### src/rtl/serial_comparator_4bit.sv
`default_nettype none
// ============================================================================
// Module   : serial_comparator_4bit
// Purpose  : Bit-serial unsigned magnitude/equality comparator. Captures two
//            WIDTH-bit operands on an accepted start, compares them one bit
//            per clock MSB first, and reports registered eq/gt/lt results
//            with a start/busy/done handshake.
// Config   : SERIAL_CMP_EARLY_EXIT_EN - when defined, the shift phase ends
//            on the cycle after the first differing bit is found. Result
//            values are identical either way; only the latency changes.
// Revision : 1.0 - initial release
// ============================================================================
module serial_comparator_4bit #(
  parameter int WIDTH = 4
) (
  input  logic             clk,
  input  logic             rst,
  input  logic             start,
  input  logic [WIDTH-1:0] A,
  input  logic [WIDTH-1:0] B,
  output logic             busy,
  output logic             done,
  output logic             eq,
  output logic             gt,
  output logic             lt
);

  // Counter only has to hold WIDTH-1; one bit is enough for WIDTH=2.
  localparam int CNT_W = (WIDTH > 2) ? $clog2(WIDTH) : 1;
  localparam logic [CNT_W-1:0] C_CNT_LOAD = CNT_W'(WIDTH - 1);
  localparam logic [CNT_W-1:0] C_CNT_ONE  = CNT_W'(1);

  typedef enum logic [1:0] {
    S_IDLE  = 2'd0,
    S_SHIFT = 2'd1,
    S_DONE  = 2'd2
  } state_t;

  state_t           state_q, state_d;
  logic [WIDTH-1:0] sha_q, sha_d;
  logic [WIDTH-1:0] shb_q, shb_d;
  logic [CNT_W-1:0] cnt_q, cnt_d;
  logic             decided_q, decided_d;
  logic             eq_q, eq_d;
  logic             gt_q, gt_d;
  logic             lt_q, lt_d;

  // Bits currently under comparison and whether this is the first difference.
  logic             msb_a_w;
  logic             msb_b_w;
  logic             first_diff_w;
  logic             last_bit_w;
  logic             exit_shift_w;

  assign msb_a_w      = sha_q[WIDTH-1];
  assign msb_b_w      = shb_q[WIDTH-1];
  assign first_diff_w = ~decided_q & (msb_a_w ^ msb_b_w);
  assign last_bit_w   = (cnt_q == '0);

`ifdef SERIAL_CMP_EARLY_EXIT_EN
  // Leave SHIFT as soon as the ordering is known, or after the last bit.
  assign exit_shift_w = last_bit_w | first_diff_w;
`else
  // Always walk every bit so the latency is constant.
  assign exit_shift_w = last_bit_w;
`endif

  // Next-state, datapath and result update logic.
  always_comb begin
    state_d   = state_q;
    sha_d     = sha_q;
    shb_d     = shb_q;
    cnt_d     = cnt_q;
    decided_d = decided_q;
    eq_d      = eq_q;
    gt_d      = gt_q;
    lt_d      = lt_q;

    case (state_q)
      S_IDLE: begin
        if (start) begin
          sha_d     = A;
          shb_d     = B;
          cnt_d     = C_CNT_LOAD;
          decided_d = 1'b0;
          eq_d      = 1'b0;
          gt_d      = 1'b0;
          lt_d      = 1'b0;
          state_d   = S_SHIFT;
        end
      end

      S_SHIFT: begin
        sha_d = {sha_q[WIDTH-2:0], 1'b0};
        shb_d = {shb_q[WIDTH-2:0], 1'b0};
        // Only the most significant differing bit decides the ordering.
        if (first_diff_w) begin
          decided_d = 1'b1;
          gt_d      = msb_a_w;
          lt_d      = msb_b_w;
        end
        if (exit_shift_w) begin
          // eq is registered on entry to DONE so it holds like gt/lt.
          eq_d    = ~decided_d;
          state_d = S_DONE;
        end else begin
          cnt_d = cnt_q - C_CNT_ONE;
        end
      end

      S_DONE: begin
        state_d = S_IDLE;
      end

      default: begin
        state_d = S_IDLE;
      end
    endcase
  end

  // State and datapath registers with synchronous reset.
  always_ff @(posedge clk) begin
    if (rst) begin
      state_q   <= S_IDLE;
      sha_q     <= '0;
      shb_q     <= '0;
      cnt_q     <= '0;
      decided_q <= 1'b0;
      eq_q      <= 1'b0;
      gt_q      <= 1'b0;
      lt_q      <= 1'b0;
    end else begin
      state_q   <= state_d;
      sha_q     <= sha_d;
      shb_q     <= shb_d;
      cnt_q     <= cnt_d;
      decided_q <= decided_d;
      eq_q      <= eq_d;
      gt_q      <= gt_d;
      lt_q      <= lt_d;
    end
  end

  assign busy = (state_q == S_SHIFT);
  assign done = (state_q == S_DONE);
  assign eq   = eq_q;
  assign gt   = gt_q;
  assign lt   = lt_q;

endmodule
`default_nettype wire
### config.mk
export PLATFORM = sky130hd
export DESIGN_NAME = serial_comparator_4bit
export DESIGN_NICKNAME = d
export VERILOG_FILES = /design/src/rtl/serial_comparator_4bit.sv
export SDC_FILE = /design/constraint.sdc
export NUM_CORES = 1
export LEC_CHECK = 0
export CAP_MARGIN = 30
export CORE_MARGIN = 4
export CORE_UTILIZATION = 52
export CTS_CLUSTER_DIAMETER = 120
export DETAILED_ROUTE_END_ITERATION = 7
export PLACE_DENSITY = 0.92
export SYNTH_ARGS = -nofsm -noshare
export SYNTH_HDL_FRONTEND = slang
export SYNTH_SLANG_ARGS = --single-unit
### constraint.sdc
create_clock -name clk -period 2.2 [get_ports clk]
set_input_delay 0.22 -clock clk [delete_from_list [all_inputs] [get_ports clk]]
set_output_delay 0.22 -clock clk [all_outputs]
set_load 0.01 [all_outputs]
Yosys cells after proc, flatten, opt, wreduce, memory -nomap -nowiden

Index checks and enable logic that the tools add are counted.

Flip-flop bits (word level): 16
Output and inout bits: 5
Logic and storage cells: 47

Add/sub/neg operators: 1
Equal/unequal tests: 6
Muxes and demuxes: 20
Bitwise gates (word level): 4
Reduce and logical (&&, ||, !) cells: 8

Operator list:

| cell                                                                   | count |
|---|---|
| 4-bit case mux with 2 select lines                                     | 2 |
| 3-bit AND reduction                                                    | 3 |
| 2-bit 2-to-1 mux                                                       | 4 |
| 4-bit 2-to-1 mux                                                       | 2 |
| 1-bit case mux with 2 select lines                                     | 4 |
| 2-bit case mux with 2 select lines                                     | 2 |
| 1-bit 2-to-1 mux                                                       | 6 |
| 2-bit logical NOT                                                      | 2 |
| 2-bit by 1-bit != test with 1-bit output (second input constant)       | 2 |
| 2-bit != test (second input constant)                                  | 2 |
| 2-bit AND reduction                                                    | 2 |
| 2-bit by 1-bit equality test with 1-bit output (second input constant) | 1 |
| 2-bit equality test (second input constant)                            | 1 |
| 1-bit NOT                                                              | 2 |
| 2-bit nonzero test                                                     | 1 |
| 2-bit by 1-bit subtractor with 2-bit output (second input constant)    | 1 |
| 1-bit AND                                                              | 1 |
| 1-bit bitwise XOR                                                      | 1 |

Logic depth before layout (Yosys ltp)

Depth after elaboration: 7
Gate-level depth with buffers: 5
Mapped depth without buffers: 5

Worst setup path after synthesis

No wires, ideal clock.

Path type: reg-to-reg
From: reg state_q[0]
To: reg eq_q, in the netlist eq
Setup time: 0.070 ns
Data arrival time: 1.208 ns
Slack: 0.922 ns
Stages on the path, launching flop included: 4
Cell sequence: dfxtp_1 > or3b_1 > or4_1 > a21oi_1

Cells in the longest elaborated chain, start to end: 3
Elaborated cells between the ends (all ways): 7

RTL lines:

| what                                                                                    | line | text |
|---|---|---|
| start, declared                                                                         | 39   | `state_t state_q, state_d;` |
| start signal, assigned                                                                  | 133  | `state_q <= state_d;` |
| 2-bit by 1-bit equality test with 1-bit output or 2-bit logical NOT (tied branches)     | 79   | `case (state_q)` |
| 2-bit by 1-bit != test with 1-bit output (no source line), or another cell as far along | n/a  |  |
| 3-bit AND reduction (no source line)                                                    | n/a  |  |
| end signal, assigned                                                                    | 138  | `eq_q <= eq_d;` |
| end, declared                                                                           | 44   | `logic eq_q, eq_d;` |

Several ways; a longest one is shown, not always the timed one.
A chain may end at the register's enable or synchronous reset.

Worst setup path after layout

From: reg state_q[0]
To: out busy

Cells in the longest elaborated chain, start to end: 1

RTL lines:

| what                                           | line | text |
|---|---|---|
| 2-bit by 1-bit equality test with 1-bit output | 144  | `assign busy = (state_q == S_SHIFT);` |
| end, declared                                  | 21   | `output logic busy,` |

Every way passes these cells.

==> Flow_metrics.wiki <==
{| class="wikitable"
! Metric !! Value
|-
| Max H-tree Level || 1
|-
| Commonest non-fill, non-tap cell in the layout || dfxtp_1
|-
| Pre-antenna DRT Iters || 7
|-
| Number of sinks driven by the clock tree || 16
|-
| Global-route usage over all layers || 17.1%
|-
| Async set-reset flop share out of synthesis || 0%
|-
| Per-cell routed wire length || 13.5 µm
|-
| Highest Clock Rate || 511 MHz
|-
| Fin. Hold Viols || 0
|-
| Top FF cell, synth || dfxtp_1
|-
| Part of the cycle the worst path needs || ~90%
|-
| Die area || 0.00223 mm²
|-
| Post-synthesis cell area || 802 µm²
|-
| Maximum root-to-sink buffer count || 2
|-
| DP HPWL || between 1 and 1.5 mm
|-
| Total nets after synthesis || around 110
|-
| Clock tree from TritonCTS || built
|-
| Cells after synthesis || 95
|-
| CP max stage delay || ~0.63 ns
|-
| Class of the most critical setup path || register to output port
|-
| Setup repair bufs after CTS || 0
|-
| Number of maximum-capacitance constraint violations || 0
|-
| Core utilization of the finished layout || a little under three quarters
|-
| Average instance area after synthesis || 8.44 µm²
|-
| CP max-delay cell || dfxtp_1
|-
| CTS root buffer || clkbuf_4
|-
| Later-pin clock latency in the skew report || around 0.29 ns
|-
| Antenna violations before repair || 0
|-
| Post-route setup TNS || 0 ns
|-
| Placement-stage cell area || ~950 µm²
|-
| Worst clock skew on the final layout || 0.00613 ns
|-
| Share of post-route cells with drive strength above 1 || between 9 and 10%
|-
| Worst min-delay path class || register to register
|-
| Maximum number of pins on one net before global-route repair || 18
|-
| Capturing element type of the critical path || output port
|-
| # setup viols final || 0
|-
| Worst-case headroom to the max-slew limit || between 60% and 70%
|-
| Post-layout instance area || a little under 0.001 mm²
|-
| Total vias in the final route || 745
|-
| Total count of max-transition violations in the final report || 0
|-
| DRC errors left || 0
|-
| Chip width || about 47 µm
|-
| Number of buffers added on ports || 15
|-
| Crit-path max FO || 14
|-
| RSZ-0062 raised after global routing || no
|-
| Share of synthesized area occupied by flip-flops and latches || 39.9%
|-
| Post-DR vias/cell || 6.01
|-
| Core Area || 0.00138 mm²
|-
| Number of filler cells placed in the layout || 114
|-
| Post-CTS sizing || 0
|-
| Final antenna-violating net count || 0
|-
| Reg-to-reg setup timing slack || around 0.50 ns
|-
| Status || finished clean
|-
| Data arrival at the endpoint of the critical path || 1.74 ns
|-
| Std-Cell Rows || 13
|-
| Number of synthesized flops with an enable pin || 0
|-
| Area Growth Syn to Fin || 23.4%
|-
| Tightest hold margin || 0.480 ns
|-
| Hold Buf Count CTS || 0
|-
| Die outline height || 47.3 µm
|-
| Transition at the pin with the smallest max-transition slack || 0.570 ns
|-
| Fin nets || 123
|-
| Yosys Warn Count || 0
|-
| Post-Route WL || 1.68 mm
|-
| Max rail drop VDD || 426 µV
|-
| GPL Wtd Cong || 0.817
|-
| Antenna diode count || 0
|-
| First-iteration detailed-routing DRC count || 20
|-
| Post-synth cell types || 28
|-
| Clock slew at the register clock pins of the worst setup and hold paths || 0.09 ns
|-
| Number of global-route vias before repair || 666
|-
| Minimum period implied by the final worst setup slack || 1.96 ns
|-
| Aggregate global routing overflow || 0
|-
| Register bit total from synthesis || 16
|-
| Startpoint class of the critical path || register
|-
| CP cell instances || nand2b_1 -> inv_1 -> clkdlybuf4s50_1
|-
| P_leak || 0.376 nW
|-
| First-pass GRT wire length || 2.74 mm
|-
| Effective utilization at floorplan || 58.0%
|-
| Power density over the cells || 689 mW/mm²
|-
| Total I/O pin count || 16
|-
| Number of CTS-inserted buffers || 3
|-
| Critical path required time || 1.98 ns
|-
| Commonest cells after routing, fill and taps aside || dfxtp_1, clkdlybuf4s50_1, nand2_1
|}
==> cells by family (layout without fill, tap and decap cells) <==
kind of cell,Yosys count,in the layout,share of synthesized area (%)
muxes,1,1,1.25
AOI/OAI and AO/OA,27,27,24.5
DFF,16,16,39.9
buffers and inverters,13,27,6.40
adders and majority gates,2,2,3.12
xor gates and xnor gates,2,2,2.18
and+or+nand+nor,34,34,22.6
==> flip-flops by register name (all words and copies together) (netlist names) <==
register	flops
cnt_q	2
decided_q	1
eq	1
gt	1
lt	1
sha_q	4
shb_q	4
state_q	2
==> layer usage <==
metal	GRT usage (%)	vias up	wire (µm)
met1	21.5	343	732
met4	8.29	0	15
li1	-	370	-
met2	29.1	30	817
met3	1.15	2	111
met5	0	-	0
==> worst max-delay path, delay by kind of cell, from the launching register on <==
family	cells	cell delay, ns
AND/OR/NAND/NOR	1	0.14
flip-flops	1	0.63
buffers and inverters	2	0.68
==> synthesized netlist by cell type, types with 3 or more instances <==
cell | n | area (µm²)
dfxtp_1 | 16 | 320
nand2_1 | 9 | 33.8
a21oi_1 | 8 | 40.0
nand2b_1 | 8 | 50.1
nor2_1 | 8 | 30.0
inv_1 | 7 | 26.3
clkbuf_1 | 4 | 15.0
a311oi_1 | 3 | 26.3
o221a_2 | 3 | 33.8
or4_1 | 3 | 22.5
==> stage by stage <==
| step | total power [mW] | worst slack [ns] | instances |
|---|---|---|---|
| 3_5_place_dp | 0.492 | 0.456 | 120 |
| 2_1_floorplan | 0.441 | 0.922 | 95 |
| 4_1_cts | 0.687 | 0.249 | 124 |
| 3_3_place_gp | 0.485 | 0.502 | 120 |
| 5_1_grt | 0.719 | 0.131 | 124 |
| 6_report | 0.682 | 0.244 | 124 |
==> final timing paths <==
check	start	to	cells after the start
max	state_q[0]$_SDFFE_PP0P_	busy	3
min	eq$_SDFFE_PP0P_	eq$_SDFFE_PP0P_	2
max reg2reg	state_q[0]$_SDFFE_PP0P_	gt$_SDFFE_PP0P_	4
min reg2reg	eq$_SDFFE_PP0P_	eq$_SDFFE_PP0P_	2
==> power breakdown <==
part | internal, mW | switching [mW] | leakage, nW | total, mW
clock network | 0.101 | 0.0948 | 0.0210 | 0.196
registers | 0.315 | 0.0275 | 0.132 | 0.343
logic | 0.0765 | 0.0672 | 0.223 | 0.144
==> cell type report <==
class / instances / area [µm²] / area share (%)
clock buffers: 4 / 36.3 / 3.67
well taps: 15 / 18.8 / 1.90
multi-input cells: 66 / 430 / 43.5
inverters: 7 / 26.3 / 2.65
flip-flops and latches: 16 / 320 / 32.4
repair buffers: 16 / 158 / 15.9
Power figures use the tool's default switching activity.
